--- config.mk ---
export PLATFORM = sky130hd
export DESIGN_NAME = vga_timing_gen
export DESIGN_NICKNAME = d
export VERILOG_FILES = /design/src/rtl/vga_pkg.sv /design/src/rtl/vga_pix_div.sv /design/src/rtl/vga_timing_gen.sv
export SDC_FILE = /design/constraint.sdc
export NUM_CORES = 1
export LEC_CHECK = 0
export ABC_AREA = 1
export CAP_MARGIN = 15
export CORE_ASPECT_RATIO = 0.9
export CORE_MARGIN = 2
export CORE_UTILIZATION = 40
export CTS_CLUSTER_SIZE = 20
export DETAILED_ROUTE_END_ITERATION = 8
export GPL_TIMING_DRIVEN = 0
export MAX_ROUTING_LAYER = met4
export SLEW_MARGIN = 20
export SYNTH_ARGS = -nofsm -noshare
export SYNTH_HDL_FRONTEND = slang
export SYNTH_SLANG_ARGS = --single-unit
--- constraint.sdc ---
create_clock -name clk -period 3.3 [get_ports clk]
set_input_delay 0.495 -clock clk [delete_from_list [all_inputs] [get_ports clk]]
set_output_delay 0.495 -clock clk [all_outputs]
set_load 0.01 [all_outputs]
--- src/rtl/vga_pkg.sv ---
`default_nettype none
// ============================================================
// vga_pkg : raster timing sets, FSM states and sync flag bundle.
// Rev 1.0
// ============================================================
package vga_pkg;

  // 640x480@60
  localparam int VGA_H_ACTIVE = 640;
  localparam int VGA_H_FP     = 16;
  localparam int VGA_H_SYNC   = 96;
  localparam int VGA_H_BP     = 48;
  localparam int VGA_V_ACTIVE = 480;
  localparam int VGA_V_FP     = 10;
  localparam int VGA_V_SYNC   = 2;
  localparam int VGA_V_BP     = 33;
  localparam bit VGA_H_POL    = 1'b0;
  localparam bit VGA_V_POL    = 1'b0;

  // 800x600@72
  localparam int SVGA_H_ACTIVE = 800;
  localparam int SVGA_H_FP     = 56;
  localparam int SVGA_H_SYNC   = 120;
  localparam int SVGA_H_BP     = 64;
  localparam int SVGA_V_ACTIVE = 600;
  localparam int SVGA_V_FP     = 37;
  localparam int SVGA_V_SYNC   = 6;
  localparam int SVGA_V_BP     = 23;
  localparam bit SVGA_H_POL    = 1'b1;
  localparam bit SVGA_V_POL    = 1'b1;

  typedef enum logic [1:0] {
    IDLE  = 2'd0,
    RUN   = 2'd1,
    DRAIN = 2'd2
  } vga_state_e;

  typedef struct packed {
    logic hs;
    logic vs;
    logic act;
  } vga_flags_t;

endpackage
`default_nettype wire

--- src/rtl/vga_pix_div.sv ---
`default_nettype none
// ============================================================
// vga_pix_div : pixel-tick enable and DAC pixel clock from clk.
// Rev 1.0
// ============================================================
module vga_pix_div #(
  parameter int CLK_DIV = 2
) (
  input  logic clk,
  input  logic rst,
  output logic pix_en_o,
  output logic vga_clk
);

  localparam int DW = (CLK_DIV > 1) ? $clog2(CLK_DIV) : 1;
  localparam logic [DW-1:0] c_last = DW'(CLK_DIV - 1);
  localparam logic [DW-1:0] c_half = DW'(CLK_DIV / 2);
  localparam logic [DW-1:0] c_one  = DW'(1);

  if (CLK_DIV < 2) begin : g_bad_div
    $error("vga_pix_div: CLK_DIV must be at least 2");
  end

  logic [DW-1:0] div_cnt_q, div_cnt_d;
  logic          pix_en_q, pix_en_d;
  logic          vga_clk_q, vga_clk_d;

  // Outputs are registered from the next count so they align with div_cnt itself.
  always_comb begin
    div_cnt_d = (div_cnt_q == c_last) ? '0 : div_cnt_q + c_one;
    pix_en_d  = (div_cnt_d == c_last);
    vga_clk_d = (div_cnt_d >= c_half);
  end

  always_ff @(posedge clk or negedge rst) begin
    if (!rst) begin
      div_cnt_q <= '0;
      pix_en_q  <= 1'b0;
      vga_clk_q <= 1'b0;
    end else begin
      div_cnt_q <= div_cnt_d;
      pix_en_q  <= pix_en_d;
      vga_clk_q <= vga_clk_d;
    end
  end

  assign pix_en_o = pix_en_q;
  assign vga_clk  = vga_clk_q;

endmodule
`default_nettype wire

--- src/rtl/vga_timing_gen.sv ---
`default_nettype none
// ============================================================
// vga_timing_gen : programmable VGA raster timing generator.
//   Build option VGA_FRAME_CNT_EN adds a 16-bit frame counter.
// Rev 1.0
// ============================================================
module vga_timing_gen
  import vga_pkg::*;
#(
  parameter int H_ACTIVE = VGA_H_ACTIVE,
  parameter int H_FP     = VGA_H_FP,
  parameter int H_SYNC   = VGA_H_SYNC,
  parameter int H_BP     = VGA_H_BP,
  parameter int V_ACTIVE = VGA_V_ACTIVE,
  parameter int V_FP     = VGA_V_FP,
  parameter int V_SYNC   = VGA_V_SYNC,
  parameter int V_BP     = VGA_V_BP,
  parameter bit H_POL    = VGA_H_POL,
  parameter bit V_POL    = VGA_V_POL,
  parameter int CLK_DIV  = 2,
  parameter int PIPE_DLY = 0,
  localparam int H_TOTAL = H_ACTIVE + H_FP + H_SYNC + H_BP,
  localparam int V_TOTAL = V_ACTIVE + V_FP + V_SYNC + V_BP,
  localparam int XW      = $clog2(H_TOTAL),
  localparam int YW      = $clog2(V_TOTAL)
) (
  input  logic          clk,
  input  logic          rst,
  input  logic          run_i,
  output logic          pix_en_o,
  output logic          vga_clk,
  output logic [XW-1:0] x_o,
  output logic [YW-1:0] y_o,
  output logic          hsync,
  output logic          vsync,
  output logic          active_o,
  output logic          VGA_BLANK_N,
  output logic          VGA_SYNC_N,
  output logic          line_start_o,
  output logic          frame_start_o,
`ifdef VGA_FRAME_CNT_EN
  output logic [15:0]   frame_cnt_o,
`endif
  output logic          busy_o
);

  localparam logic [XW-1:0] c_x_last     = XW'(H_TOTAL - 1);
  localparam logic [XW-1:0] c_x_one      = XW'(1);
  localparam logic [XW-1:0] c_h_act_last = XW'(H_ACTIVE - 1);
  localparam logic [XW-1:0] c_hs_first   = XW'(H_ACTIVE + H_FP);
  localparam logic [XW-1:0] c_hs_last    = XW'(H_ACTIVE + H_FP + H_SYNC - 1);
  localparam logic [YW-1:0] c_y_last     = YW'(V_TOTAL - 1);
  localparam logic [YW-1:0] c_y_one      = YW'(1);
  localparam logic [YW-1:0] c_v_act_last = YW'(V_ACTIVE - 1);
  localparam logic [YW-1:0] c_vs_first   = YW'(V_ACTIVE + V_FP);
  localparam logic [YW-1:0] c_vs_last    = YW'(V_ACTIVE + V_FP + V_SYNC - 1);

  if (PIPE_DLY < 0 || PIPE_DLY > 7) begin : g_bad_dly
    $error("vga_timing_gen: PIPE_DLY must be in 0..7");
  end

  vga_pix_div #(
    .CLK_DIV (CLK_DIV)
  ) u_pix_div (
    .clk      (clk),
    .rst      (rst),
    .pix_en_o (pix_en_o),
    .vga_clk  (vga_clk)
  );

  vga_state_e    state_q, state_d;
  logic [XW-1:0] x_q, x_d;
  logic [YW-1:0] y_q, y_d;
  logic          line_q, line_d;
  logic          frame_q, frame_d;
  vga_flags_t    flags_q, flags_d;
  vga_flags_t    out_flags;

  // line_q/frame_q mark the tick currently presented; the strobes fire on its pix_en clk.
  always_comb begin
    state_d = state_q;
    x_d     = x_q;
    y_d     = y_q;
    line_d  = line_q;
    frame_d = frame_q;
    if (pix_en_o) begin
      line_d  = 1'b0;
      frame_d = 1'b0;
      case (state_q)
        IDLE: begin
          if (run_i) begin
            state_d = RUN;
            line_d  = 1'b1;
            frame_d = 1'b1;
          end
        end
        RUN, DRAIN: begin
          if (state_q == DRAIN && !run_i && x_q == c_x_last && y_q == c_y_last) begin
            state_d = IDLE;
            x_d     = '0;
            y_d     = '0;
          end else begin
            state_d = run_i ? RUN : DRAIN;
            if (x_q == c_x_last) begin
              x_d     = '0;
              y_d     = (y_q == c_y_last) ? '0 : y_q + c_y_one;
              line_d  = 1'b1;
              frame_d = (y_q == c_y_last);
            end else begin
              x_d = x_q + c_x_one;
            end
          end
        end
        default: begin
          state_d = IDLE;
          x_d     = '0;
          y_d     = '0;
        end
      endcase
    end
  end

  always_comb begin
    flags_d = flags_q;
    if (pix_en_o) begin
      flags_d = '0;
      if (state_d != IDLE) begin
        flags_d.act = (x_d <= c_h_act_last) && (y_d <= c_v_act_last);
        flags_d.hs  = (x_d >= c_hs_first) && (x_d <= c_hs_last);
        flags_d.vs  = (y_d >= c_vs_first) && (y_d <= c_vs_last);
      end
    end
  end

  always_ff @(posedge clk or negedge rst) begin
    if (!rst) begin
      state_q <= IDLE;
      x_q     <= '0;
      y_q     <= '0;
      line_q  <= 1'b0;
      frame_q <= 1'b0;
      flags_q <= '0;
    end else begin
      state_q <= state_d;
      x_q     <= x_d;
      y_q     <= y_d;
      line_q  <= line_d;
      frame_q <= frame_d;
      flags_q <= flags_d;
    end
  end

  if (PIPE_DLY > 0) begin : g_pipe
    vga_flags_t dly_q [PIPE_DLY];
    vga_flags_t dly_d [PIPE_DLY];

    always_comb begin
      dly_d = dly_q;
      if (pix_en_o) begin
        dly_d[0] = flags_q;
        for (int i = 1; i < PIPE_DLY; i++) begin
          dly_d[i] = dly_q[i-1];
        end
      end
    end

    always_ff @(posedge clk or negedge rst) begin
      if (!rst) begin
        for (int i = 0; i < PIPE_DLY; i++) begin
          dly_q[i] <= '0;
        end
      end else begin
        dly_q <= dly_d;
      end
    end

    assign out_flags = dly_q[PIPE_DLY-1];
  end else begin : g_bypass
    assign out_flags = flags_q;
  end

  assign x_o           = x_q;
  assign y_o           = y_q;
  assign hsync         = out_flags.hs ? H_POL : ~H_POL;
  assign vsync         = out_flags.vs ? V_POL : ~V_POL;
  assign active_o      = out_flags.act;
  assign VGA_BLANK_N   = out_flags.act;
  assign VGA_SYNC_N    = 1'b1;
  assign line_start_o  = pix_en_o & line_q;
  assign frame_start_o = pix_en_o & frame_q;
  assign busy_o        = (state_q != IDLE);

`ifdef VGA_FRAME_CNT_EN
  logic [15:0] frame_cnt_q, frame_cnt_d;

  always_comb begin
    frame_cnt_d = frame_start_o ? frame_cnt_q + 16'd1 : frame_cnt_q;
  end

  always_ff @(posedge clk or negedge rst) begin
    if (!rst) begin
      frame_cnt_q <= 16'd0;
    end else begin
      frame_cnt_q <= frame_cnt_d;
    end
  end

  assign frame_cnt_o = frame_cnt_q;
`else
  // Frame counter absent in this build.
`endif

endmodule
`default_nettype wire

======== Yosys cells after proc, flatten, opt, wreduce, memory -nomap -nowiden ========
Cells that the tools add are included.
cells by class
  add/subtract/negate cells ............... 3
  $lt $le $gt $ge ......................... 7
  equality and inequality tests ........... 4
  mux-type cells .......................... 25
  bitwise gates (word level) .............. 2
  reduce and logical (&&, ||, !) cells .... 11
operator list
  kind                                                                               number
  10-bit two-way mux                                                                 7
  10-bit case mux with 2 select lines                                                2
  10-bit by 1-bit adder with 10-bit output, second input constant                    2
  10-bit equality test, second input constant                                        2
  10-bit less-or-equal comparator, second input constant                             2
  10-bit by 9-bit less-or-equal comparator with 1-bit output, second input constant  2
  10-bit >= comparator, second input constant                                        1
  10-bit by 9-bit >= comparator with 1-bit output, second input constant             1
  1-bit two-way mux                                                                  8
  2-bit two-way mux                                                                  4
  1-bit logical AND                                                                  6
  1-bit case mux with 2 select lines                                                 2
  2-bit case mux with 2 select lines                                                 1
  2-bit nonzero test                                                                 2
  3-bit two-way mux                                                                  1
  1-bit AND                                                                          2
  2-bit by 1-bit equality test with 1-bit output, second input constant              1
  2-bit equality test, second input constant                                         1
  2-bit logical NOT                                                                  1
  2-bit OR reduction                                                                 1
  1-bit adder, second input constant                                                 1
  1-bit >= comparator, second input constant                                         1
  1-bit logical NOT                                                                  1
word-level totals
  register bits after elaboration ......... 29
  output and inout bits ................... 30
  logic and storage cells ................. 62

======== Logic depth before layout (Yosys ltp) ========
Gate-level depths: netlist of the first run.
  word-level depth ........................ 10
  mapped depth ............................ 15

======== Modules after synthesis ========
Synthesis of the first run repeated with hierarchy kept, for this count alone.
second synthesis, totals
  cell total of the unflattened synthesis .. 320
  area total of the unflattened synthesis .. 2,104.5 um2
by module, submodules not included
  module          times used  cells each  area each (um2)  sequential area each (um2)
  vga_timing_gen  1           317         2,068.2          675.6
  vga_pix_div     1           3           36.3             25.0

======== Worst setup path after synthesis of the first run ========
OpenSTA, ideal clock, no wires.
  kind .................................... reg2reg
  start point ............................. register x_q[0], in the netlist x_o[0]
  end point ............................... register flags_q[2] (netlist bit)
  library setup time ...................... 0.118 ns
  arrival time ............................ 1.616 ns
  data required time ...................... 3.182 ns
  path slack .............................. 1.566 ns
  cell stages (with the launch flop) ...... 14
  cells stage by stage .................... dfrtp_1 ha_1 nand3_1 nor2_4 nand2_4 nand2_8 nor2_4 inv_2 o21bai_4 nand2_1 nor2_1 nor2_1 nand3_1 nand2_1
on the way
  word-level cells in the longest chain between the ends .. 9
ends and longest elaborated chain
  element                                                                                           RTL line               source
  start: declaration                                                                                vga_timing_gen.sv:72   logic [XW-1:0] x_q, x_d;
  start signal: assignment                                                                          vga_timing_gen.sv:138  x_q <= '0;
  start signal: assignment                                                                          vga_timing_gen.sv:145  x_q <= x_d;
  parallel branches: the longest is 3 deep, another holds 10-bit by 1-bit adder with 10-bit output  n/a
  10-bit two-way mux (*)                                                                            vga_timing_gen.sv:98   if (state_q == DRAIN && !run_i && x_q == c_x_last && y_q == c_y_last) begin
  10-bit case mux with 2 select lines (*)                                                           vga_timing_gen.sv:89   case (state_q)
  10-bit two-way mux (*)                                                                            vga_timing_gen.sv:86   if (pix_en_o) begin
  named net x_d[5]                                                                                  vga_timing_gen.sv:72
  10-bit >= comparator / 10-bit less-or-equal comparator (equally long branches)                    vga_timing_gen.sv:129  flags_d.hs = (x_d >= c_hs_first) && (x_d <= c_hs_last);
  1-bit logical AND (*)                                                                             vga_timing_gen.sv:129
  3-bit two-way mux (*)                                                                             vga_timing_gen.sv:127  if (state_d != IDLE) begin
  end signal: assignment                                                                            vga_timing_gen.sv:149  flags_q <= flags_d;
  end: declaration                                                                                  vga_timing_gen.sv:76   vga_flags_t flags_q, flags_d;
Mark *: on every way through the listed nets, which the timed path passes.
A chain may end at the register's enable or synchronous reset.

======== Worst setup path after layout of the first run ========
  start point ............................. register u_pix_div.pix_en_q, in the netlist u_pix_div.pix_en_o
  end point ............................... output port line_start_o
on the way
  word-level cells in the longest chain between the ends .. 1
ends and longest elaborated chain
  element                   RTL line               source
  start: declaration        vga_pix_div.sv:25      logic pix_en_q, pix_en_d;
  start signal: assignment  vga_pix_div.sv:42      pix_en_q <= pix_en_d;
  1-bit AND                 vga_timing_gen.sv:189  assign line_start_o = pix_en_o & line_q;
  end: declaration          vga_timing_gen.sv:39   output logic line_start_o,
No other way between the ends.

==> results of run 1 <==
## logic make-up (layout without fill, tap and decap cells)
| group | Yosys count | after routing | share of synthesized area [%] |
|---|---|---|---|
| other | 1 | 1 | 0.167 |
| adders and majority gates | 6 | 6 | 3.35 |
| DFF | 28 | 28 | 31.2 |
| buffers and inverters | 70 | 105 | 12.3 |
| and+or+nand+nor | 199 | 199 | 41.8 |
| xor gates and xnor gates | 1 | 1 | 0.391 |
| AOI/OAI and AO/OA | 39 | 39 | 10.7 |
## final cells by class
type | instances | area share [%]
Timing Repair Buffer | 31 | 11.4
Multi-Input combinational cell | 246 | 47.1
Buffer | 9 | 1.77
Tap cell | 67 | 3.12
Clock buffer | 4 | 2.05
Inverter | 61 | 8.52
Sequential cell | 28 | 26.1
## Yosys cell counts, types with 3 or more instances
library cell	instances
dfrtp_1	28
nor2_1	25
nand4_1	7
nor2_4	4
inv_2	8
nand3_1	37
a21oi_1	12
o21ai_0	12
nand2_2	4
clkbuf_1	4
inv_1	52
nand2_1	109
nor2_2	4
nand2_4	4
o22ai_1	3
ha_1	6
buf_4	3
## power groups by stage
stage	combinational (mW)	clock, mW	sequential, mW
after floorplan	0.565	0	0.460
after global placement	0.853	0	0.457
after detailed placement	0.856	0	0.457
after CTS	0.859	0.237	0.451
after global routing	0.964	0.250	0.461
final	0.850	0.225	0.451
## flip-flops by register name, summed over array words and instances, names as in the netlist
name,cells
VGA_BLANK_N,1
line_q,1
frame_q,1
x_o,10
flags_q,2
u_pix_div.pix_en_o,1
y_o,10
state_q,2
## through the flow
stage               util [%]  area [um2]  power (mW)
finish                  50.5        2690        1.53
global route            50.5        2690        1.67
CTS                     50.5        2690        1.55
detailed placement      49.5        2630        1.31
global placement        49.6        2640        1.31
floorplan                  -        2240        1.03
## worst max-delay path, delay by kind of cell (launching register included)
kind	cells	cell delay [ns]
flip-flops	1	0.42
AND/OR/NAND/NOR	1	0.08
buffers and inverters	4	1.33
## final timing paths
| check | startpoint | to | slack [ns] | cells after the start |
|---|---|---|---|---|
| max in group asynchronous | rst | x_o[2] | 2.66 | 1 |
| hold reg to reg | frame_q | frame_q | 0.49 | 1 |
| setup reg to reg | state_q[0] | flags_q[2] | 0.99 | 11 |
| hold / removal | rst | x_o[5] | 0.22 | 1 |
| setup / recovery | u_pix_div.pix_en_o | line_start_o | 0.71 | 5 |
| min in group clk | frame_q | frame_q | 0.49 | 1 |
## layer usage
layer  track usage (%)  up-vias  part of all wire [%]
li1                  -     1146                     -
met1              32.6      969                    49
met2              34.0       60                    44
met3              2.96        4                   6.6
met4              3.28        0                  0.51
met5                 -        -                     0
==> impl_metrics.toml, run 1 <==
[setup_path]
crit_arrival_ns = 2.10
critPathRequiredTime_ns = 2.80
max_stage_delay_ns = 0.53
endpoint_kind = "output pin"
critPathKind = "flop to output pin"
worstPathMaxFanout = 10
crit_chain = "clkbuf_1, buf_2, nand2_1, inv_1, clkdlybuf4s50_1"
start_kind = "flop"
slowest_stage = "clkdlybuf4s50_1"

[floorplanning]
rows = 25
dieWidth_um = 82.9
io_pins = 33
core_area_um2 = 5320
die_height_um = 75.0
dieArea_um2 = 6220
start_util_pct = 42.2

[yosys]
yosysTopAreaCellShare_pct = 31.3
synth_area_leader_cell = "dfrtp_1"
synth.net_count = 353
synth_cell_type_count = 36
synthesis.area_um2 = 2240
ys_seq_area_share_pct = 31.3
ys.flop_type = "dfrtp_1"
synth-edff-count = 0
ys_ff_latch = 28
synthTopCellsByArea = "dfrtp_1, nand2_1, inv_1, nand3_1, nor2_1"
yosysWarningCount = 0
synth_cells = 344
async_reset_ff_share_pct = 100
avgSynthCellArea_um2 = 6.52

[clock_network]
cts_buffer_depth = 2
cts.sinks = 28
cts_resized = 0
cts_hold_buf = 0
cts_tree = "built"
clock_latency_ns = 0.28
cts_buffers = 3
cts.root.buffer_cell = "clkbuf_8"
htreeDepth = 1
clk_pin_slew_ns = 0.11
postCtsSetupRepairBufs = 0

[timing]
setup_viol = 0
fin_ws_ns = 0.706
setup_tns_ns = 0
hold_viol_final = 0
finalCritPeriodShare_pct = 78.6
slew_headroom_pct = 57.0
rsz0062_at_grt = "false"
slew_violations = 0
finalClockSkew_ns = 0.00735
whs_ns = 0.218
fmax_mhz = 386
period_needed_ns = 2.59
max_slew.worst_pin.slew_ns = 0.644

[run]
drv_cap = 0

[finish]
fill_cells = 564
multiInputGateArea_um2 = 1260
syn2layout_area_growth_pct = 19.8
final_nets = 389
drive_gt1_share_pct = 10.8
layout_common_cells = "nand2_1, inv_1, nand3_1, clkdlybuf4s50_1, dfrtp_1"
regArea_um2 = 701
final_common_cell = "nand2_1"
antenna_cells = 0
stdcell_count = 446

[drt]
wirelength_um = 6220
first_pass_iters = 4
ant_nets = 0
num_vias = 2179
route.detailed.drc = 0
routed_via_density = 4.89
wire_per_inst_um = 14.0
drtIter0Drc = 129

[global_route]
grt_first_pass_wirelength_um = 10600
grt_pass1_vias = 2062
grt.total_usage_pct = 22.3
grt_max_degree = 29
antenna_found_initial = 0
grt-ovfl-total = 0

[pwr]
switchingPower_uw = 717
p_int_uw = 809
power_leakage_nw = 1.37
powerDensity_nw_per_um2 = 568
pwr-share-seq_pct = 29.6
ir_worst_vdd_mv = 0.303
p_sw_share_pct = 47.0
p_comb_share_pct = 55.7
pwr-share-clk_pct = 14.7

[run_status]
status = "completed"

[min_path]
hold_path_class = "primary input to async pin"

[placement]
place.gp.congestion = 0.928
dpl.hpwl_um = 4640
pre_cts_ws_ns = 0.970
io_buffer_count = 31
dp_cells = 442
Note: power is estimated with default switching activity, not from simulation.
==> inputs of run 2 (changes only) <==
==> constraint.sdc (replaced) <==
create_clock -name clk -period 2.25 [get_ports clk]
set_input_delay 0.3375 -clock clk [delete_from_list [all_inputs] [get_ports clk]]
set_output_delay 0.3375 -clock clk [all_outputs]
set_load 0.01 [all_outputs]
==> run 2 against run 1 <==
Net effect: register-to-register slack got worse by 0.78 ns; die area did not move; clock power rose by 46%; highest routed layer unchanged; sequential power up 47%; critical path type unchanged; sequential share of layout area fell by 0.25 points; combinational power grew 51%.
==> impl_metrics.toml, run 2 (synthesis gave the netlist of run 1 again) <==
[run_status]
status = "completed"

[pwr]
pwr-share-clk_pct = 14.4
total_power_mw = 2.28
p_comb_share_pct = 56.4
powerDensity_nw_per_um2 = 839
power_leakage_nw = 1.38
pwr-share-seq_pct = 29.1
p_sw_share_pct = 46.6
ir_worst_vdd_mv = 0.425
switchingPower_mw = 1.06
p_int_mw = 1.21

[drt]
drtIter0Drc = 133
routed_via_density = 4.92
highest_layer = "met4"
wl_met3_um = 298
num_vias = 2195
wl_met2_um = 2720
wire_per_inst_um = 14.0
wl_met1_um = 3170
route.detailed.drc = 0
first_pass_iters = 4
ant_nets = 0
wirelength_um = 6220

[setup_path]
path_depth = 5
critPathRequiredTime_ns = 1.91
crit_chain = "clkbuf_4, buf_4, nand2_1, inv_1, clkdlybuf4s50_1"
worstPathMaxFanout = 10
rr_worst_depth = 11
path_delay_family = "buffers and inverters"
critPathKind = "flop to output pin"
endpoint_kind = "output pin"
slowest_stage = "clkdlybuf4s50_1"
crit_arrival_ns = 1.79
start_kind = "flop"
max_stage_delay_ns = 0.53
critPathBufInv = 4

[global_route]
grt_max_degree = 29
grt.total_usage_pct = 22.3
grt_first_pass_wirelength_um = 10500
grt_pass1_vias = 2061
grt-ovfl-total = 0
antenna_found_initial = 0

[finish]
antenna_cells = 0
syn2layout_area_growth_pct = 21.0
final_nets = 389
layout_common_cells = "nand2_1, inv_1, nand3_1, clkdlybuf4s50_1, dfrtp_1"
utilization_pct = 51.0
final_common_cell = "nand2_1"
drive_gt1_share_pct = 12.4

[timing]
slew_violations = 0
period_needed_ns = 2.13
fin_ws_ns = 0.123
hold_viol_final = 0
finalClockSkew_ns = 0.00568
setup_viol = 0
rsz0062_at_grt = "false"
finalCritPeriodShare_pct = 94.5
fmax_mhz = 470
setup_tns_ns = 0
max_slew.worst_pin.slew_ns = 0.649
slew_headroom_pct = 56.7

[floorplanning]
dieArea_um2 = 6220
io_pins = 33
die_height_um = 75.0
dieWidth_um = 82.9
start_util_pct = 42.2
core_area_um2 = 5320
rows = 25

[placement]
dpl.hpwl_um = 4640
pre_cts_ws_ns = -0.0795
place.gp.congestion = 0.928
io_buffer_count = 31

[clock_network]
htreeDepth = 1
cts.sinks = 28
cts.root.buffer_cell = "clkbuf_8"
clk_pin_slew_ns = 0.10
clock_latency_ns = 0.28
cts_buffer_depth = 2
cts_tree = "built"
cts_buffers = 3
cts_hold_buf = 0

[run]
drv_cap = 0

[min_path]
hold_path_class = "primary input to async pin"
-- run 2: power groups by stage --
| stage | logic (mW) | registers, mW | clock network, mW |
|---|---|---|---|
| floorplan | 0.829 | 0.675 | 0 |
| global placement | 1.25 | 0.670 | 0 |
| finish | 1.28 | 0.663 | 0.328 |
| CTS | 1.26 | 0.661 | 0.347 |
| detailed placement | 1.26 | 0.670 | 0 |
| global route | 1.45 | 0.676 | 0.367 |
-- run 2: path summary, 6_finish.rpt --
kind                                      to          startpoint  slack [ns]
worst max-delay path            line_start_o  u_pix_div.pix_en_o        0.12
worst min-delay path                  x_o[5]                 rst        0.06
worst max register to register    flags_q[2]          state_q[1]        0.21
worst min register to register       frame_q             frame_q        0.49
max in group asynchronous             x_o[2]                 rst        1.77
min in group clk                     frame_q             frame_q        0.49
-- run 2: through the flow --
| stage | instance area [um2] | hold WS [ns] | instances |
|---|---|---|---|
| 6_report | 2710 | 0.0650 | 446 |
| 2_1_floorplan | 2240 | 0.0419 | 344 |
| 3_3_place_gp | 2640 | 0.463 | 442 |
| 4_1_cts | 2690 | 0.0802 | 446 |
| 5_1_grt | 2710 | 0.121 | 446 |
| 3_5_place_dp | 2630 | 0.406 | 442 |
-- run 2: timing repair --
| action | in CTS | in global routing |
|---|---|---|
| resized for setup | 3 | 11 |
| endpoints found under the setup margin | 4 | 5 |
| setup buffers | 0 | 0 |
-- run 2: layout make-up --
cell class	count	area, um2
tap	67	83.8
clock buffer	4	55.1
inverter	61	229
multi-input combinational	246	1280
fill	562	2610
timing repair buffer	31	305
buffer	9	58.8
sequential	28	701
-- run 2: metal layers --
| metal | up-vias | global-route usage [%] |
|---|---|---|
| met5 | - | - |
| met4 | 0 | 3.28 |
| met3 | 4 | 2.96 |
| met2 | 48 | 34.0 |
| met1 | 990 | 32.5 |
| li1 | 1153 | - |
-- run 2: worst register-to-register path: cells and delay by family, from the launching register on --
family	cells	cell delay [ns]
simple gates	7	0.91
flops	1	0.44
buf+inv	2	0.23
fa+ha+maj	1	0.22
compound gates	1	0.12
